===== src/rtl/riscv_pkg.sv =====
// Shared RISC-V branch decode helpers: SB-type opcode/funct3 constants, branch
// classification, B-immediate extraction and the redirect FSM state type.
package riscv_pkg;

  localparam logic [6:0] SB_TYPE_OP = 7'b1100011;

  localparam logic [2:0] F3_BEQ  = 3'b000;
  localparam logic [2:0] F3_BNE  = 3'b001;
  localparam logic [2:0] F3_BLT  = 3'b100;
  localparam logic [2:0] F3_BGE  = 3'b101;
  localparam logic [2:0] F3_BLTU = 3'b110;
  localparam logic [2:0] F3_BGEU = 3'b111;

  typedef enum logic {
    RUN   = 1'b0,
    FLUSH = 1'b1
  } fsm_t;

  function automatic logic is_branch(input logic [31:0] instr);
    logic [2:0] f3;
    f3 = instr[14:12];
    return (instr[6:0] == SB_TYPE_OP) &&
           ((f3 == F3_BEQ)  || (f3 == F3_BNE)  || (f3 == F3_BLT) ||
            (f3 == F3_BGE)  || (f3 == F3_BLTU) || (f3 == F3_BGEU));
  endfunction

  function automatic logic signed [31:0] b_imm(input logic [31:0] instr);
    return {{19{instr[31]}}, instr[31], instr[7], instr[30:25], instr[11:8], 1'b0};
  endfunction

endpackage


===== src/rtl/branch_redirect_unit_if.sv =====
// Fetch/EX/redirect bundle between the pipeline and the branch redirect unit.
interface branch_redirect_unit_if #(
  parameter int CNT_W = 16
) ();
  logic              if_valid;
  logic [31:0]       if_pc;
  logic [31:0]       if_instr;
  logic              pred_taken;
  logic [31:0]       pred_target;

  logic              ex_valid;
  logic              ex_stall;
  logic [31:0]       ex_pc;
  logic [31:0]       ex_instr;
  logic              ex_branch;
  logic              ex_pred_taken;

  logic              redirect;
  logic [31:0]       redirect_pc;
  logic              flush_if_id;
  logic              flush_id_ex;
  logic [CNT_W-1:0]  branch_cnt;
  logic [CNT_W-1:0]  mispred_cnt;

  modport master (
    output if_valid, if_pc, if_instr,
    output ex_valid, ex_stall, ex_pc, ex_instr, ex_branch, ex_pred_taken,
    input  pred_taken, pred_target,
    input  redirect, redirect_pc, flush_if_id, flush_id_ex, branch_cnt, mispred_cnt
  );

  modport slave (
    input  if_valid, if_pc, if_instr,
    input  ex_valid, ex_stall, ex_pc, ex_instr, ex_branch, ex_pred_taken,
    output pred_taken, pred_target,
    output redirect, redirect_pc, flush_if_id, flush_id_ex, branch_cnt, mispred_cnt
  );
endinterface


===== src/rtl/branch_redirect_unit_bht.sv =====
// Branch history table: 2-bit saturating counters, asynchronous read port and a
// single train port. Entries come out of reset weakly not-taken.
module branch_history_table #(
  parameter int BHT_IDX_W = 4
) (
  input  logic                 clk,
  input  logic                 rst_n,
  input  logic [BHT_IDX_W-1:0] i_rd_idx,
  output logic                 o_rd_taken,
  input  logic                 i_upd_en,
  input  logic [BHT_IDX_W-1:0] i_upd_idx,
  input  logic                 i_upd_taken
);
  localparam int ENTRIES = 1 << BHT_IDX_W;

  logic [1:0] r_cnt [ENTRIES];
  logic [1:0] w_cur;
  logic [1:0] w_cnt_nxt;

  // Read is combinational from the register array, so a same-cycle update is not visible yet.
  assign o_rd_taken = r_cnt[i_rd_idx][1];
  assign w_cur      = r_cnt[i_upd_idx];

  always_comb begin
    w_cnt_nxt = w_cur;
    if (i_upd_taken) begin
      if (w_cur != 2'b11) w_cnt_nxt = w_cur + 2'b01;
    end else begin
      if (w_cur != 2'b00) w_cnt_nxt = w_cur - 2'b01;
    end
  end

  always_ff @(posedge clk or negedge rst_n) begin
    if (!rst_n) begin
      for (int i = 0; i < ENTRIES; i++) r_cnt[i] <= 2'b01;
    end else if (i_upd_en) begin
      r_cnt[i_upd_idx] <= w_cnt_nxt;
    end
  end

endmodule


===== src/rtl/branch_redirect_unit.sv =====
// Predicts SB-type branches at fetch and, on an EX-stage mispredict, issues a
// one-cycle registered redirect with IF/ID and ID/EX flushes.
module branch_redirect_unit
  import riscv_pkg::*;
#(
  parameter int BHT_IDX_W = 4,
  parameter int CNT_W     = 16
) (
  input  logic                   clk,
  input  logic                   rst_n,
  branch_redirect_unit_if.slave  bus
);

  fsm_t             r_state;
  fsm_t             w_state_nxt;
  logic             r_redirect;
  logic [31:0]      r_redirect_pc;
  logic [CNT_W-1:0] r_branch_cnt;
  logic [CNT_W-1:0] r_mispred_cnt;

  logic             w_bht_taken;
  logic             w_resolve;
  logic             w_mispred;
  logic [31:0]      w_correct_pc;

  function automatic logic [CNT_W-1:0] sat_inc(input logic [CNT_W-1:0] v);
    return (&v) ? v : v + 1'b1;
  endfunction

  branch_history_table #(
    .BHT_IDX_W (BHT_IDX_W)
  ) u_bht (
    .clk         (clk),
    .rst_n       (rst_n),
    .i_rd_idx    (bus.if_pc[BHT_IDX_W+1:2]),
    .o_rd_taken  (w_bht_taken),
    .i_upd_en    (w_resolve),
    .i_upd_idx   (bus.ex_pc[BHT_IDX_W+1:2]),
    .i_upd_taken (bus.ex_branch)
  );

  assign bus.pred_taken  = bus.if_valid & is_branch(bus.if_instr) & w_bht_taken;
  assign bus.pred_target = bus.if_pc + b_imm(bus.if_instr);

  // EX content during FLUSH is wrong-path and must not train or count.
  assign w_resolve    = bus.ex_valid & ~bus.ex_stall & is_branch(bus.ex_instr) & (r_state == RUN);
  assign w_mispred    = w_resolve & (bus.ex_branch != bus.ex_pred_taken);
  assign w_correct_pc = bus.ex_branch ? (bus.ex_pc + b_imm(bus.ex_instr)) : (bus.ex_pc + 32'd4);

  always_comb begin
    w_state_nxt = r_state;
    case (r_state)
      RUN:     if (w_mispred) w_state_nxt = FLUSH;
      FLUSH:   w_state_nxt = RUN;
      default: w_state_nxt = RUN;
    endcase
  end

  always_ff @(posedge clk or negedge rst_n) begin
    if (!rst_n) r_state <= RUN;
    else        r_state <= w_state_nxt;
  end

  always_ff @(posedge clk or negedge rst_n) begin
    if (!rst_n) begin
      r_redirect    <= 1'b0;
      r_redirect_pc <= '0;
      r_branch_cnt  <= '0;
      r_mispred_cnt <= '0;
    end else begin
      r_redirect <= w_mispred;
      if (w_mispred) begin
        r_redirect_pc <= w_correct_pc;
        r_mispred_cnt <= sat_inc(r_mispred_cnt);
      end
      if (w_resolve) r_branch_cnt <= sat_inc(r_branch_cnt);
    end
  end

  assign bus.redirect    = r_redirect;
  assign bus.flush_if_id = r_redirect;
  assign bus.flush_id_ex = r_redirect;
  assign bus.redirect_pc = r_redirect_pc;
  assign bus.branch_cnt  = r_branch_cnt;
  assign bus.mispred_cnt = r_mispred_cnt;

endmodule

===== src/flat_wrapper.sv =====
// flat-port wrapper written by rule: the top's interface ports become plain ports
module branch_redirect_unit_flat import riscv_pkg::*;
#(
  parameter int BHT_IDX_W = 4,
  parameter int CNT_W     = 16
)
  (clk, rst_n, bus_if_valid, bus_if_pc, bus_if_instr, bus_ex_valid, bus_ex_stall, bus_ex_pc, bus_ex_instr, bus_ex_branch, bus_ex_pred_taken, bus_pred_taken, bus_pred_target, bus_redirect, bus_redirect_pc, bus_flush_if_id, bus_flush_id_ex, bus_branch_cnt, bus_mispred_cnt);
  branch_redirect_unit_if #(.CNT_W(CNT_W)) bus_i ();
  input  logic clk;
  input  logic rst_n;
  input wire logic [$bits(bus_i.if_valid)-1:0] bus_if_valid;
  input wire logic [$bits(bus_i.if_pc)-1:0] bus_if_pc;
  input wire logic [$bits(bus_i.if_instr)-1:0] bus_if_instr;
  input wire logic [$bits(bus_i.ex_valid)-1:0] bus_ex_valid;
  input wire logic [$bits(bus_i.ex_stall)-1:0] bus_ex_stall;
  input wire logic [$bits(bus_i.ex_pc)-1:0] bus_ex_pc;
  input wire logic [$bits(bus_i.ex_instr)-1:0] bus_ex_instr;
  input wire logic [$bits(bus_i.ex_branch)-1:0] bus_ex_branch;
  input wire logic [$bits(bus_i.ex_pred_taken)-1:0] bus_ex_pred_taken;
  output wire logic [$bits(bus_i.pred_taken)-1:0] bus_pred_taken;
  output wire logic [$bits(bus_i.pred_target)-1:0] bus_pred_target;
  output wire logic [$bits(bus_i.redirect)-1:0] bus_redirect;
  output wire logic [$bits(bus_i.redirect_pc)-1:0] bus_redirect_pc;
  output wire logic [$bits(bus_i.flush_if_id)-1:0] bus_flush_if_id;
  output wire logic [$bits(bus_i.flush_id_ex)-1:0] bus_flush_id_ex;
  output wire logic [$bits(bus_i.branch_cnt)-1:0] bus_branch_cnt;
  output wire logic [$bits(bus_i.mispred_cnt)-1:0] bus_mispred_cnt;
  assign bus_i.if_valid = bus_if_valid;
  assign bus_i.if_pc = bus_if_pc;
  assign bus_i.if_instr = bus_if_instr;
  assign bus_i.ex_valid = bus_ex_valid;
  assign bus_i.ex_stall = bus_ex_stall;
  assign bus_i.ex_pc = bus_ex_pc;
  assign bus_i.ex_instr = bus_ex_instr;
  assign bus_i.ex_branch = bus_ex_branch;
  assign bus_i.ex_pred_taken = bus_ex_pred_taken;
  assign bus_pred_taken = bus_i.pred_taken;
  assign bus_pred_target = bus_i.pred_target;
  assign bus_redirect = bus_i.redirect;
  assign bus_redirect_pc = bus_i.redirect_pc;
  assign bus_flush_if_id = bus_i.flush_if_id;
  assign bus_flush_id_ex = bus_i.flush_id_ex;
  assign bus_branch_cnt = bus_i.branch_cnt;
  assign bus_mispred_cnt = bus_i.mispred_cnt;
  branch_redirect_unit #(.BHT_IDX_W(BHT_IDX_W), .CNT_W(CNT_W)) u_core (.clk(clk), .rst_n(rst_n), .bus(bus_i));
endmodule

===== config.mk =====
export PLATFORM = sky130hd
export DESIGN_NAME = branch_redirect_unit_flat
export DESIGN_NICKNAME = d
export VERILOG_FILES = /design/src/rtl/riscv_pkg.sv /design/src/rtl/branch_redirect_unit_if.sv /design/src/rtl/branch_redirect_unit_bht.sv /design/src/rtl/branch_redirect_unit.sv /design/src/flat_wrapper.sv
export SDC_FILE = /design/constraint.sdc
export NUM_CORES = 1
export LEC_CHECK = 0
export BUFFER_PORTS_ARGS = -buffer_cell sky130_fd_sc_hd__buf_2
export CORE_AREA = 2 2 156 158
export CTS_CLUSTER_SIZE = 25
export DETAILED_ROUTE_END_ITERATION = 16
export DIE_AREA = 0 0 158 160
export SYNTH_ARGS = -nofsm -noshare
export SYNTH_HDL_FRONTEND = slang
export SYNTH_SLANG_ARGS = --single-unit

===== constraint.sdc =====
create_clock -name clk -period 3 [get_ports clk]
set_clock_uncertainty 0.2 [all_clocks]
set_input_delay 0 -clock clk [delete_from_list [all_inputs] [get_ports clk]]
set_output_delay 0 -clock clk [all_outputs]
set_load 0.02 [all_outputs]

# ---- After elaboration in Yosys (flattened, before gate mapping)
# Index checks and enable logic that the tools add are counted.
dict set report totals {
  out_inout_bits 100
  wordCells 92
  in_bits 135
  regBits 98
}
dict set report op_classes {
  n_addsub 7
  mux 15
  n_lt_le_gt_ge 3
  n_bitwise 12
  reduce_logical 20
  eq_ne 14
}
# operator count
set ops {}
lappend ops {{32-bit adder} 2}
lappend ops {{16-bit by 1-bit adder with 16-bit output, second input constant} 2}
lappend ops {{32-bit by 3-bit adder with 32-bit output, second input constant} 1}
lappend ops {{32-bit bitwise mux} 1}
lappend ops {{32-bit 2-to-1 mux} 1}
lappend ops {{16-bit AND reduction} 2}
lappend ops {{3-bit == test, second input constant} 8}
lappend ops {{2-bit binary-select mux with 4-bit select} 2}
lappend ops {{2-bit 2-to-1 mux} 8}
lappend ops {{7-bit == test, second input constant} 2}
lappend ops {{5-bit >= comparator, second input constant} 2}
lappend ops {{1-bit logical OR} 10}
lappend ops {{4-bit inverter with 5-bit output} 2}
lappend ops {{2-bit demux with 4-bit select} 1}
lappend ops {{1-bit AND} 6}
lappend ops {{3-bit by 1-bit == test with 1-bit output, second input constant} 2}
lappend ops {{3-bit logical NOT} 2}
lappend ops {{5-bit by 1-bit < comparator with 1-bit output, second input constant} 1}
lappend ops {{1-bit inverter} 4}
lappend ops {{2-bit AND reduction} 2}
lappend ops {{1-bit logical AND} 3}
lappend ops {{2-bit by 1-bit adder with 2-bit output, second input constant} 1}
lappend ops {{2-bit != test, second input constant} 1}
lappend ops {{1-bit case mux with 2 select lines} 1}
lappend ops {{4 further kinds} 4}

# ---- Depth between registers and ports, before layout
# Gate-level depths: netlist of the first run.
dict set report logic_depth {
  word_depth 12
  depth_mapped 12
  depth_no_buf 12
}

# ---- By module
# Synthesis of the first run repeated with hierarchy kept, for this count alone.
dict set report unflattened {
  cells_unflattened 975
  area_unflattened_um2 8535.7
}
# mod cells_per_inst area_each_um2 n_inst seq_area_each_um2
set modules_own_cells {}
lappend modules_own_cells {branch_redirect_unit 809 6553.8 1 1651.6}
lappend modules_own_cells {branch_history_table 166 1981.9 1 820.8}

# ---- Worst setup path after synthesis of the first run
# No wires, ideal clock.
dict set report synth_path {
  path_kind {input port to flip-flop}
  start {in bus_ex_pc[2]}
  end {reg u_core.r_redirect_pc[31] (netlist: u_core.bus.redirect_pc[31])}
  t_arrival_ns 2.449
  n_path_buf 1
  setup_time_ns 0.127
  setup_slack_ns 0.224
  required_time_ns 2.673
  path_stages 12
  path_cell_list {buf_2 inv_1 fa_1 nand2b_1 a21oi_1 o21bai_1 a2111oi_2 o221a_4 nand4_1 a41oi_2 xor2_1 o21ai_1}
}
dict set report synth_between {
  elab_chain_cells 2
  elab_cells_between_ends 3
  cone_classes {add/sub (2); mux (1)}
}
# element line_no
set synth_rtl {}
lappend synth_rtl {{from (decl)} flat_wrapper.sv:16} ;# input wire logic [$bits(bus_i.ex_pc)-1:0] bus_ex_pc;
lappend synth_rtl {{32-bit by 3-bit adder with 32-bit output / 32-bit adder (equally long branches)} branch_redirect_unit.sv:48} ;# assign w_correct_pc = bus.ex_branch ? (bus.ex_pc + b_imm(bus.ex_instr)) : (bus.ex_pc + 32'd4);
lappend synth_rtl {{32-bit 2-to-1 mux *} branch_redirect_unit.sv:48}
lappend synth_rtl {{to (signal assigned)} branch_redirect_unit.sv:73} ;# r_redirect_pc <= w_correct_pc;
lappend synth_rtl {{to (decl)} branch_redirect_unit.sv:17} ;# logic [31:0] r_redirect_pc;
# Every way passes the cells marked *; elsewhere a longest branch is shown, timed or not.
# A chain may end at the register's enable or synchronous reset.

# ---- Worst setup path after layout of the first run
dict set report layout_path {
  start {in bus_ex_pc[19]}
  end {reg u_core.r_redirect_pc[31] (netlist: u_core.bus.redirect_pc[31])}
}
# Same word-level chain as after synthesis.

==> impl_metrics.json, run 1 <==
{
  "outcome": "finished with violations",
  "violations": "negative hold slack",
  "crit_chain": "dlygate4sd3_1 -> buf_2 -> ha_1 -> nand2_2 -> or3_4 -> o22ai_1 -> or3_1 -> o221a_4 -> or4_4 -> a41oi_2 -> xor2_1 -> o21ai_1",
  "vias": 8041,
  "placed_cells": 1501,
  "die_w_um": 158,
  "period_share_pct": 96.5,
  "wl_um": 24100,
  "syn_inst": 959,
  "rows": 57,
  "drcViolationCount": 0,
  "post-dp-hpwl_um": 18600,
  "drv_cap": 0,
  "tightest_slew_ns": 0.660,
  "hp-class": "input port to async pin",
  "nets": 1429,
  "tritoncts": "yes",
  "synth_edf_count": 0,
  "min_period_ns": 2.90,
  "power.density_nw_per_um2": 364,
  "cts_buffers": 9,
  "nFillCells": 2417,
  "ys_warn_count": 0,
  "cp.required_ns": 3.03,
  "grt_pass1_vias": 7672,
  "criticalPathCategory": "input port to flop",
  "dp_slack_ns": 0.0413,
  "slowest_delay_ns": 0.54,
  "cts_htree_levels": 3,
  "synth-seq-cells": 98,
  "die_h_um": 160,
  "fmax_mhz": 345,
  "crit_slowest_cell": "dlygate4sd3_1",
  "core_um2": 23800,
  "yosys_most_used_dff": "dfrtp_1",
  "cts_root_buffer": "clkbuf_16",
  "routabilityCongestion": 0.900,
  "cp_top_family": "simple AND/OR/NAND/NOR gates",
  "cp-start-kind": "input port",
  "drv_slew": 0,
  "hold_viol_final": 7,
  "grt_pass1_wl_um": 38500,
  "slew_headroom_pct": 56.0,
  "io_pins": 235,
  "multiInputGateArea_um2": 5480,
  "stdcell_count": 1555,
  "clk_pin_slew_ns": 0.08,
  "grt_setup_unrepaired": "false",
  "netlist_area_um2": 8180,
  "wire_per_inst_um": 15.5,
  "syn_to_final_growth_pct": 28.2,
  "synthTopCellsByArea": "dfrtp_1 (25%), ha_1 (10%), nand2_1 (6.2%)",
  "seq_area_um2": 2470,
  "synth_fp_nets": 1162,
  "track_usage_pct": 18.8,
  "viasPerCell": 5.17,
  "synth_area_leader_cell": "dfrtp_1",
  "seq_area_frac_synth_pct": 30.2,
  "clock_sinks": 98,
  "dieArea_um2": 25300,
  "worst_slack_ns": 0.105,
  "critPathArrivalTime_ns": 2.93,
  "drive_gt1_share_pct": 26.4,
  "grt_max_degree": 48,
  "synth_top_area_share_pct": 25.1,
  "setup_viol": 0,
  "overflow": 0,
  "clockBufferDepth": 2,
  "async_flop_share_pct": 100,
  "end_kind": "flop",
  "antenna_left": 0,
  "holdWs_ns": -0.0191,
  "final_core_util_pct": 44.0,
  "antenna_found_initial": 2,
  "power.leakage_nw": 5.12,
  "diodes": 0,
  "drt-initial-drc-count": 426,
  "tns_ns": 0,
  "syn_area_per_cell_um2": 8.53,
  "cp_max_fo": 5,
  "initial_core_util_pct": 34.3,
  "yosysUniqueCellTypes": 71,
  "finalPower_mw": 3.82,
  "cp_num_buf_inv": 2,
  "port_buffers": 210,
  "clk_latency_ns": 0.36,
  "firstDrtPassIters": 5,
  "vdd_drop_max_mv": 0.235
}
registers in the layout, indices dropped and copies added (netlist names):
| register | count |
|---|---|
| u_core.bus.redirect_pc | 32 |
| u_core.bus.mispred_cnt | 16 |
| u_core.r_state | 1 |
| u_core.bus.flush_id_ex | 1 |
| u_core.bus.branch_cnt | 16 |
| u_core.u_bht.r_cnt | 32 |
Yosys cell counts, types with 3 or more instances:
| cell | instances |
|---|---|
| nand4_1 | 21 |
| o31ai_1 | 5 |
| dfrtp_1 | 82 |
| a211oi_1 | 10 |
| o21bai_1 | 5 |
| and4_1 | 4 |
| inv_1 | 27 |
| xnor2_1 | 56 |
| mux2_2 | 4 |
| or2_2 | 4 |
| clkbuf_1 | 17 |
| and3_1 | 6 |
| nor2b_1 | 10 |
| ha_1 | 66 |
| a21o_1 | 35 |
| mux2i_1 | 3 |
| a31oi_1 | 8 |
| or3_1 | 4 |
| clkbuf_8 | 3 |
| o211ai_1 | 5 |
| nand3_1 | 41 |
| nor3_1 | 11 |
| dfstp_2 | 16 |
| a22oi_1 | 5 |
| buf_4 | 4 |
| nand2b_1 | 6 |
| xor2_1 | 53 |
| and2_1 | 6 |
| nor4_1 | 6 |
| o21ai_0 | 80 |
| o21a_1 | 8 |
| nor2_1 | 72 |
| nand2_1 | 135 |
| mux4_2 | 14 |
| a21oi_1 | 81 |
per-stage QoR:
stage	hold WS (ns)	cell area, um^2
after floorplan	-0.496	8180
after global placement	-0.200	9760
after detailed placement	-0.200	9760
final	-0.0191	10500
after CTS	0.00405	10400
after global routing	0.0198	10500
where the power goes:
| part | internal (mW) | leakage [nW] | switching [mW] |
|---|---|---|---|
| Clock | 0.595 | 0.149 | 0.607 |
| Sequential | 1.34 | 1.30 | 0.00968 |
| Combinational | 0.534 | 3.66 | 0.736 |
worst reg2reg max path, delay by kind of cell, from the launching register on:
kind                   cells  cell delay (ns)
flip-flops                 1             0.36
AND/OR/NAND/NOR            4             0.97
AO/OA/AOI/OAI              2             0.22
buffers and inverters      2             0.85
routing by layer:
metal | wire, um | vias up | track usage [%]
li1 | - | 3988 | -
met1 | 11300 | 3795 | 25.6
met2 | 11100 | 234 | 30.9
met3 | 1480 | 22 | 3.72
met4 | 260 | 2 | 3.73
met5 | 13 | - | 0
worst paths after layout:
kind | to | cells past startpoint | from | slack [ns]
max in group asynchronous | u_core.bus.branch_cnt[8] | 3 | rst_n | 1.70
hold / removal | u_core.bus.redirect_pc[26] | 2 | rst_n | -0.02
setup / recovery | u_core.bus.redirect_pc[31] | 12 | bus_ex_pc[19] | 0.10
min in group clk | u_core.bus.redirect_pc[29] | 5 | bus_ex_pc[29] | 0.02
hold reg to reg | u_core.bus.redirect_pc[5] | 2 | u_core.bus.redirect_pc[5] | 0.28
setup reg to reg | u_core.bus.redirect_pc[30] | 8 | u_core.r_state | 0.34
cells by family (layout without fill, tap and decap cells):
| group | Yosys count | in the layout | synth area share, % |
|---|---|---|---|
| AO/OA/AOI/OAI | 263 | 263 | 19.7 |
| XOR/XNOR | 109 | 109 | 11.7 |
| adder cells (fa/ha/maj) | 70 | 70 | 10.8 |
| buffers and inverters | 57 | 329 | 3.30 |
| flip-flops | 98 | 98 | 30.2 |
| multiplexers | 21 | 21 | 4.77 |
| AND/OR/NAND/NOR | 341 | 341 | 19.5 |
what timing repair did:
item                                    CTS  global route
hold buffers                             35             0
gates resized for setup                   0            12
hold endpoints to repair                 79             0
buffers inserted                          0             3
endpoints found under the setup margin    0             6
cells in the final DEF (no fill, tap or decap), drive strengths merged, types with 5 or more instances in the layout:
cell type    netlist  final
dfrtp             82     82
nor2              72     72
nor4               6      6
clkinv             0      5
dlygate4sd3        0     35
o21ai             81     81
xor2              53     53
nand4             21     21
ha                66     66
a211oi            10     10
and3               7      7
dfstp             16     16
o31ai              5      5
a31oi              8      8
inv               27     29
o21bai             5      5
a21oi             82     82
buf                9    251
clkbuf            21      9
a21o              36     36
nor3              12     12
nand2            135    135
o21a               8      8
or3                5      5
nand2b             6      6
mux4              14     14
a22oi              5      5
and2               7      7
nand3             41     41
nor2b             10     10
xnor2             56     56
o211ai             5      5
final cells by class:
type                            instances  area share [%]
Clock buffer                            9            2.15
Clock inverter                          7           0.776
Timing Repair Buffer                  286            16.4
Sequential cell                        98            23.6
Inverter                               27           0.967
Tap cell                              324            3.87
Multi-Input combinational cell        804            52.3
No activity file was read; power rests on OpenSTA's default activity.
==> run 2, diff against run 1 <==
--- a/config.mk
+++ b/config.mk
@@ -5,11 +5,13 @@
 export SDC_FILE = /design/constraint.sdc
 export NUM_CORES = 1
 export LEC_CHECK = 0
+export ABC_CLOCK_PERIOD_IN_PS = 3000
 export BUFFER_PORTS_ARGS = -buffer_cell sky130_fd_sc_hd__buf_2
 export CORE_AREA = 2 2 156 158
 export CTS_CLUSTER_SIZE = 25
 export DETAILED_ROUTE_END_ITERATION = 16
 export DIE_AREA = 0 0 158 160
+export MAX_ROUTING_LAYER = met4
 export SYNTH_ARGS = -nofsm -noshare
 export SYNTH_HDL_FRONTEND = slang
 export SYNTH_SLANG_ARGS = --single-unit
==> impl_metrics.json, run 2 (synthesis gave the netlist of run 1 again) <==
{
  "final_common_cell": "buf_2",
  "holdWs_ns": -0.0149,
  "cts_root_buffer": "clkbuf_16",
  "tritoncts": "yes",
  "vias": 7981,
  "cp.required_ns": 3.04,
  "diodes": 0,
  "drcViolationCount": 0,
  "grt_pass1_vias": 7787,
  "clk_pin_slew_ns": 0.08,
  "placed_cells": 1504,
  "fmax_mhz": 334,
  "p_sw_share_pct": 35.6,
  "grt_max_degree": 49,
  "multiInputGateArea_um2": 5490,
  "end_kind": "flop",
  "seq_area_um2": 2470,
  "drv_slew": 0,
  "criticalPathCategory": "input port to flop",
  "cts_htree_levels": 3,
  "drt-initial-drc-count": 477,
  "seqPwrFrac_pct": 35.2,
  "cp_max_fo": 4,
  "clock_power_share_pct": 31.5,
  "outcome": "finished with violations",
  "firstDrtPassIters": 4,
  "overflow": 0,
  "port_buffers": 210,
  "antenna_found_initial": 0,
  "nFillCells": 2467,
  "syn_to_final_growth_pct": 27.9,
  "core_um2": 23800,
  "clockBufferDepth": 2,
  "io_pins": 235,
  "viasPerCell": 5.14,
  "hp-class": "input port to async pin",
  "grt_setup_unrepaired": "true",
  "rows": 57,
  "stdcell_count": 1553,
  "min_period_ns": 3.00,
  "clock_sinks": 98,
  "slew_headroom_pct": 58.2,
  "critPathArrivalTime_ns": 3.04,
  "period_share_pct": 99.9,
  "routabilityCongestion": 0.903,
  "antenna_left": 0,
  "power.leakage_nw": 5.10,
  "dieArea_um2": 25300,
  "tns_ns": 0,
  "drive_gt1_share_pct": 26.4,
  "wire_per_inst_um": 15.7,
  "die_h_um": 160,
  "power.net_switching_mw": 1.36,
  "initial_core_util_pct": 34.3,
  "clk_latency_ns": 0.37,
  "final_core_util_pct": 43.9,
  "power.density_nw_per_um2": 365,
  "violations": "negative hold slack",
  "dpl_cell_area_um2": 9780,
  "vdd_drop_max_mv": 0.242,
  "dp_slack_ns": 0.0378,
  "grt_pass1_wl_um": 38800,
  "wl_um": 24300,
  "tightest_slew_ns": 0.628,
  "nets": 1427,
  "worst_slack_ns": 0.00280,
  "final_area_um2": 10500,
  "die_w_um": 158,
  "post-dp-hpwl_um": 19000,
  "hold_viol_final": 10,
  "final_cell_mix": "buf_2 (209), nand2_1 (135), dfrtp_1 (82)",
  "post_cts_buffers": 0,
  "drv_cap": 0,
  "comb_power_share_pct": 33.2,
  "cp-start-kind": "input port",
  "setup_viol": 0,
  "p_int_mw": 2.46,
  "cts_buffers": 9,
  "track_usage_pct": 19.5
}
==> run 2: changes by cell type in the layout (fill, tap and decap cells not counted), moves of 2 or more <==
cell	before	now
a21oi_1	80	78
o21ai_1	2	4
o21ai_0	79	77
a21oi_2	2	4
dlygate4sd3_1	35	33
==> run 2: layout make-up <==
cell class | count | share of cell area (%)
flip-flops and latches | 98 | 23.6
clock buffers | 9 | 2.15
multi-input cells | 804 | 52.4
repair buffers | 284 | 16.2
clock inverters | 7 | 0.777
well taps | 324 | 3.87
inverters | 27 | 0.969
==> run 2: layer usage <==
metal | track usage [%] | routed length (um)
met5 | - | 0
met4 | 4.22 | 245
met1 | 26.2 | 11500
met2 | 31.1 | 11000
met3 | 3.15 | 1480
==> run 2: worst paths after layout <==
check	cells after the start	to	slack [ns]	from
setup / recovery	12	u_core.bus.redirect_pc[31]	0.003	bus_ex_pc[14]
hold / removal	2	u_core.bus.redirect_pc[13]	-0.01	rst_n
setup reg to reg	4	u_core.u_bht.r_cnt[20]	0.50	u_core.u_bht.r_cnt[0]
hold reg to reg	2	u_core.bus.redirect_pc[11]	0.28	u_core.bus.redirect_pc[11]
max in group asynchronous	3	u_core.bus.branch_cnt[10]	1.74	rst_n
min in group clk	4	u_core.bus.branch_cnt[12]	0	bus_ex_instr[6]
==> run 2: worst max-delay path, cell delays in order <==
cell and delay, ns:
dlygate4sd3_1 0.54, buf_2 0.15, ha_1 0.29, a21o_1 0.21, a31oi_1 0.19, o22ai_1 0.12, or3_1 0.37, o221a_4 0.25
or4_4 0.48, a41oi_2 0.21, xor2_1 0.16, o21ai_1 0.07
==> run 2: timing repair <==
item / in CTS / in global routing
endpoints found under the hold margin: 74 / 0
hold buffers: 33 / 0
resized for setup: 0 / 13
endpoints found under the setup margin: 0 / 11
==> run 2: power by group through the flow <==
stage	Sequential, mW	Clock [mW]	Combinational, mW
after floorplan	1.39	0	0.783
after global placement	1.37	0	1.22
after detailed placement	1.37	0	1.22
after CTS	1.35	1.25	1.26
after global routing	1.35	1.30	1.40
final	1.35	1.21	1.27
==> run 2: stage by stage <==
step           hold slack [ns]  total power [mW]
6_report               -0.0149              3.82
5_1_grt                 0.0473              4.05
4_1_cts                0.00327              3.86
3_5_place_dp            -0.200              2.59
3_3_place_gp            -0.200              2.59
2_1_floorplan           -0.496              2.17
